===== config.mk =====
export PLATFORM = sky130hd
export DESIGN_NAME = sys_arith_seq_sum
export DESIGN_NICKNAME = d
export VERILOG_FILES = /design/src/rtl/sys_arith_seq_sum.sv
export SDC_FILE = /design/constraint.sdc
export NUM_CORES = 1
export LEC_CHECK = 0
export CELL_PAD_IN_SITES_DETAIL_PLACEMENT = 1
export CELL_PAD_IN_SITES_GLOBAL_PLACEMENT = 2
export CORE_AREA = 2 2 155 157
export CTS_CLUSTER_DIAMETER = 60
export DETAILED_ROUTE_END_ITERATION = 8
export DIE_AREA = 0 0 157 159
export DONT_BUFFER_PORTS = 1
export PLACE_DENSITY = 0.85
export SKIP_LAST_GASP = 1
export SYNTH_ARGS = -nofsm -noshare
export SYNTH_HDL_FRONTEND = slang
export SYNTH_SLANG_ARGS = --single-unit

===== constraint.sdc =====
create_clock -name clk -period 2.5 [get_ports clk]
set_input_delay 0.5 -clock clk [delete_from_list [all_inputs] [get_ports clk]]
set_output_delay 0.5 -clock clk [all_outputs]
set_load 0.01 [all_outputs]

===== src/rtl/sys_arith_seq_sum.sv =====
// sys_arith_seq_sum: iterative arithmetic-series sum, one term per clock, with
// valid/ready request and result handshakes and a sticky overflow flag.
module sys_arith_seq_sum #(
  parameter int W  = 32,
  parameter int NW = 16
) (
  input  logic          clk,
  input  logic          rst_n,
  input  logic          s_valid,
  output logic          s_ready,
  input  logic [W-1:0]  s_first,
  input  logic [W-1:0]  s_diff,
  input  logic [NW-1:0] s_num,
  output logic          m_valid,
  input  logic          m_ready,
  output logic [W-1:0]  m_sum,
  output logic          m_ovf
);
  typedef enum logic [1:0] {IDLE, RUN, DONE} state_t;
  state_t        state, state_nx;
  logic [W-1:0]  acc, term, diff;
  logic [NW-1:0] cnt;
  logic          ovf;
  logic [W:0]    acc_sum, term_sum;
  assign acc_sum  = {1'b0, acc} + {1'b0, term};
  assign term_sum = {1'b0, term} + {1'b0, diff};
  always_comb begin
    state_nx = state == IDLE ? (s_valid ? (s_num == '0 ? DONE : RUN) : IDLE) :
               state == RUN  ? (cnt == NW'(1) ? DONE : RUN) :
               (m_ready ? IDLE : DONE);
  end
  // A term wrap on the final edge is never added, so it cannot affect the sum.
  always_ff @(posedge clk or negedge rst_n) begin
    if (!rst_n) begin
      state <= IDLE;
      acc   <= '0;
      term  <= '0;
      diff  <= '0;
      cnt   <= '0;
      ovf   <= 1'b0;
    end else begin
      state <= state_nx;
      if (state == IDLE && s_valid) begin
        acc  <= '0;
        term <= s_first;
        diff <= s_diff;
        cnt  <= s_num;
        ovf  <= 1'b0;
      end else if (state == RUN) begin
        acc  <= acc_sum[W-1:0];
        term <= term_sum[W-1:0];
        cnt  <= cnt - NW'(1);
        ovf  <= ovf | acc_sum[W] | (term_sum[W] && cnt > NW'(1));
      end
    end
  end
  assign s_ready = state == IDLE;
  assign m_valid = state == DONE;
  assign m_sum   = acc;
  assign m_ovf   = ovf;
endmodule


==> results of run 1 <==
-- per-stage QoR --
step | hold slack [ps] | setup TNS [ps] | area [um^2]
finish | -234 | -2120 | 10700
CTS | -255 | -1820 | 10500
floorplan | 204 | -15.4 | 8050
global placement | 213 | -3770 | 9340
global route | -252 | -5250 | 10700
detailed placement | 213 | -5700 | 9340
-- cell usage after synthesis, drive strengths merged, types with 18 or more instances --
cell type	number
a21o	31
a21oi	63
a22oi	29
clkbuf	43
dfrtp	115
ha	66
inv	18
nand2	157
nand3	48
nor2	32
o21ai	91
xnor2	29
xor2	26
-- flip-flops by register name, summed over array words and instances (netlist names) --
name	count
state	2
m_ovf	1
cnt	16
m_sum	32
diff	32
term	32
-- worst max path at each step --
stage | slack [ps] | depth (start not counted) | to | from
floorplan | -10 | 12 | m_ovf | m_sum[0]
global placement | -310 | 11 | term[23] | term[6]
detailed placement | -390 | 11 | term[23] | term[6]
CTS | -200 | 12 | term[28] | term[0]
global route | -320 | 12 | m_ovf | term[0]
finish | -190 | 12 | m_ovf | term[0]
-- layer usage --
layer  share of wire  global-route usage
met2            0.51               0.400
met3           0.059              0.0648
met5               0                   0
met1            0.42               0.265
met4           0.016              0.0634
-- worst max-delay path, stage by stage (launching register included) --
cell and delay, ps:
dfrtp_2 440, ha_4 190, inv_2 60, fa_2 220
nor2b_4 60, o31ai_4 290, a21oi_4 110, o211ai_1 200
o211a_1 210, a21o_1 160, a21boi_2 70, a221o_1 330
a32o_1 220
-- cell families after synthesis --
kind of cell	after synthesis	synth area share
xor+xnor	55	0.0600
flops	115	0.359
buf+inv	67	0.0385
simple gates	303	0.171
compound gates	315	0.262
mux	2	0.00249
fa+ha+maj	68	0.108
-- layout make-up --
cell class,count,share of cell area
flip-flops and latches,115,0.268
well taps,319,0.0372
inverters,18,0.00652
multi-input cells,743,0.509
clock buffers,21,0.0447
repair buffers,162,0.118
clock inverters,10,0.0165
-- repair_timing --
item,in CTS,in global routing
hold endpoints to repair,115,115
gates resized for setup,78,53
pin swaps,51,36
setup buffers,12,7
endpoints found under the setup margin,34,36
==> impl_metrics.toml, run 1 <==
[timing]
fin_crit_ps = 2690
worst_pin_slew_ps = 1060
finalSetupViolations = 22
rsz0062_at_grt = "true"
fmax_ghz = 0.372
hold-worst-slack_ps = -234
finalHoldViolations = 115
final-max-slew-violation-count = 0
min_period_over_period = 1.08
skew_ps = 16.9
max_slew_margin = 0.289
worst_slack_ps = -190

[finish]
nets = 1209
final_cell_mix = "nand2_1 (155), buf_4 (151), dfrtp_1 (113)"
seqCellArea_um2 = 2880
final_common_cell = "nand2_1"
multi_input_area_um2 = 5470
drive_above_1_share = 0.277
post-route-util = 0.463
fin_cells = 1388
num-fill-cells = 2656
syn2layout_area_growth_pct = 33.8
n_antenna_cell = 0

[outcome]
violations = "hold timing, setup timing"
status = "finished with violations"

[critical_path]
worstPathRequired_ps = 2810
cp-end-kind = "flop"
worstSetupStartpointType = "flop"
arrival_ps = 3000
reg2reg_to = "m_ovf"
timing.reg2reg.setup_slack_ps = -190
critPathMaxFanout = 3
r2r_cells = 12
rr_startpoint = "term[0]"
setup.worst_path.class = "reg -> reg"

[yosys]
synth.top_cell.area_share = 0.359
yosysUniqueCellTypes = 72
synth.ff_latch_count = 115
syn_inst = 925
synth_largest_area_cell = "dfrtp_1"
async_flop_share = 1.00
yosysSeqAreaShare = 0.359
synth.cell_area_um2 = 8030
yosysWarnings = 0
synth-main-ff-cell = "dfrtp_1"
synth_nets = 1077
synth.area.top_cells = "dfrtp_1 (36%), ha_1 (10%), nand2_1 (7.3%)"
syn_area_per_cell_um2 = 8.68
synth_edf_count = 0

[job]
cap_viol_max_count = 0

[clock_tree]
htree_levels = 4
cts_made_buffers = 17
clk_pin_slew_ps = 60
root_buffer = "clkbuf_16"
clockBufferDepth = 2
clock_sinks = 115
cts_tree = "built"
clock_latency_ps = 430

[place]
port_buffers = 0
dpl.hpwl_um = 18900
place_congestion = 0.874
place_inst = 1341
place_ws_ps = -387

[floorplanning]
io_pins = 119
initial_core_util = 0.346
row_count = 56
die_w_um = 157
fp.dieH_um = 159
core_um2 = 23200
dieArea_um2 = 25000

[routing]
drt-initial-drc-count = 248
post-route-drc-count = 0
wl_um = 28100
dr.pass1.iters = 4
final_antenna_net_count = 0
wire_per_inst_um = 20.2
routed_via_density = 5.55
num_vias = 7706

[global_routing]
grt_usage = 0.226
antenna_found_initial = 0
grt_pass1_vias = 8422
grt_pass1_wl_um = 44700
globalRoute.totalOverflow = 0
grt_max_degree = 116

[hold_path]
hp-class = "in -> async"
Power of run 1 is left out: the tool's default activity adds up to more than one toggle a clock period on the data nets, which glitch-free logic cannot reach.
==> run 2: changes to the inputs <==
CORE_AREA = 2 2 147 149   (was 2 2 155 157)
DIE_AREA = 0 0 149 151   (was 0 0 157 159)
PLACE_DENSITY = 0.89   (was 0.85)
clock period = 3 ns   (was 2.5 ns; I/O delays follow)
==> impl_metrics.toml, run 2 (synthesis gave the netlist of run 1 again) <==
[clock_tree]
htree_levels = 4
cts_made_buffers = 17
clockBufferDepth = 2
clk_pin_slew_ps = 60
cts_tree = "built"
clock_sinks = 115
root_buffer = "clkbuf_16"
clock_latency_ps = 430

[timing]
final-max-slew-violation-count = 0
max_slew_margin = 0.286
fmax_ghz = 0.345
skew_ps = 13.6
fin_crit_ps = 2900
min_period_over_period = 0.965
finalSetupViolations = 0
worst_pin_slew_ps = 1070
finalHoldViolations = 115
hold-worst-slack_ps = -124
rsz0062_at_grt = "true"

[critical_path]
critPathMaxFanout = 4
critPathLaunch = "term[0]"
r2r_cells = 12
cp-end-kind = "flop"
endpoint = "term[30]"
crit_buf_inv = 2
arrival_ps = 3230
worstSetupStartpointType = "flop"
reg2reg_to = "term[30]"
slowest_stage = "dfrtp_1"
setup.worst_path.class = "reg -> reg"
slowest_delay_ps = 400
rr_startpoint = "term[0]"
timing.reg2reg.setup_slack_ps = 100
crit_path_cell_trace = "ha_1 > inv_1 > fa_1 > inv_1 > a21o_1 > a41o_1 > o21ba_4 > a211oi_4 > o21bai_4 > a311oi_1 > a211oi_2 > a21oi_1"
crit_family = "compound AO/OA/AOI/OAI gates"
path_depth = 12
worstPathRequired_ps = 3340
crit_path_frequent_cell = "inv_1"

[finish]
multi_input_area_um2 = 4900
syn2layout_area_growth_pct = 12.2
seqCellArea_um2 = 2880
num-fill-cells = 2458
n_antenna_cell = 0
final_cell_mix = "nand2_1 (156), dfrtp_1 (115), o21ai_0 (74)"
final_common_cell = "nand2_1"
nets = 1066
drive_above_1_share = 0.0831
fin_cells = 1202

[floorplanning]
io_pins = 119
die_w_um = 149
initial_core_util = 0.385
core_um2 = 20800
fp.dieH_um = 151
dieArea_um2 = 22500
row_count = 53

[place]
port_buffers = 0
dpl.hpwl_um = 17700
place_congestion = 0.856
place_inst = 1168

[routing]
post-route-drc-count = 0
final_antenna_net_count = 0
routed_via_density = 5.91
dr.pass1.iters = 5
wire_per_inst_um = 20.7
wl_um = 24900
num_vias = 7104
drt-initial-drc-count = 320

[outcome]
violations = "hold timing"
status = "finished with violations"

[hold_path]
hp-class = "in -> async"

[global_routing]
grt_pass1_wl_um = 40300
globalRoute.totalOverflow = 0
grt_max_degree = 116
antenna_found_initial = 0
grt_usage = 0.227
grt_pass1_vias = 7507

[job]
cap_viol_max_count = 0
==> run 2: changes by cell type in the layout (fill, tap and decap cells not counted), sizes merged <==
cell    previous run  this run
clkinv             4         3
bufinv             5         6
clkbuf            21        22
buf              162        19
==> run 2: area by class of cell <==
class,instances,area share
sequential,115,0.320
clock inverter,10,0.0225
multi-input combinational,743,0.545
inverter,18,0.00751
clock buffer,22,0.0516
tap,275,0.0382
timing repair buffer,19,0.0158
==> run 2: routing by layer <==
metal	up-vias	wire length, um	GRT usage
li1	3387	-	-
met1	3542	11000	0.293
met2	151	12200	0.385
met3	24	1490	0.0611
met4	0	250	0.0467
met5	-	0	0
==> run 2: worst reg2reg max path: stages (launching register included) <==
cell	delay, ps
dfrtp_1	400
ha_1	250
inv_1	90
fa_1	210
inv_1	50
a21o_1	190
a41o_1	290
o21ba_4	270
a211oi_4	310
o21bai_4	140
a311oi_1	400
a211oi_2	60
a21oi_1	160
==> run 2: what timing repair did <==
action,in CTS,in global routing
setup endpoints to repair,0,7
gates resized for setup,0,7
setup buffers,0,2
endpoints found under the hold margin,115,115
==> run 2: worst min-delay path by stage <==
stage | from | endpoint | slack (ps) | cells after the start
6_report | rst_n | diff[15] | -120 | 0
4_1_cts | rst_n | m_sum[13] | -150 | 0
2_1_floorplan | rst_n | cnt[0] | 300 | 0
3_5_place_dp | rst_n | diff[15] | 310 | 0
3_3_place_gp | rst_n | diff[15] | 310 | 0
5_1_grt | rst_n | term[14] | -140 | 0
==> run 2: through the flow <==
step,util,worst slack [ps],instance area (um^2),TNS (ps)
after global routing,0.432,-33.9,9000,-47.5
after global placement,0.397,181,8280,0
after CTS,0.430,66.5,8940,0
after detailed placement,0.397,96.9,8280,0
final,0.432,104,9000,0
after floorplan,-,385,8030,0
Power of run 2 is left out for the same reason.
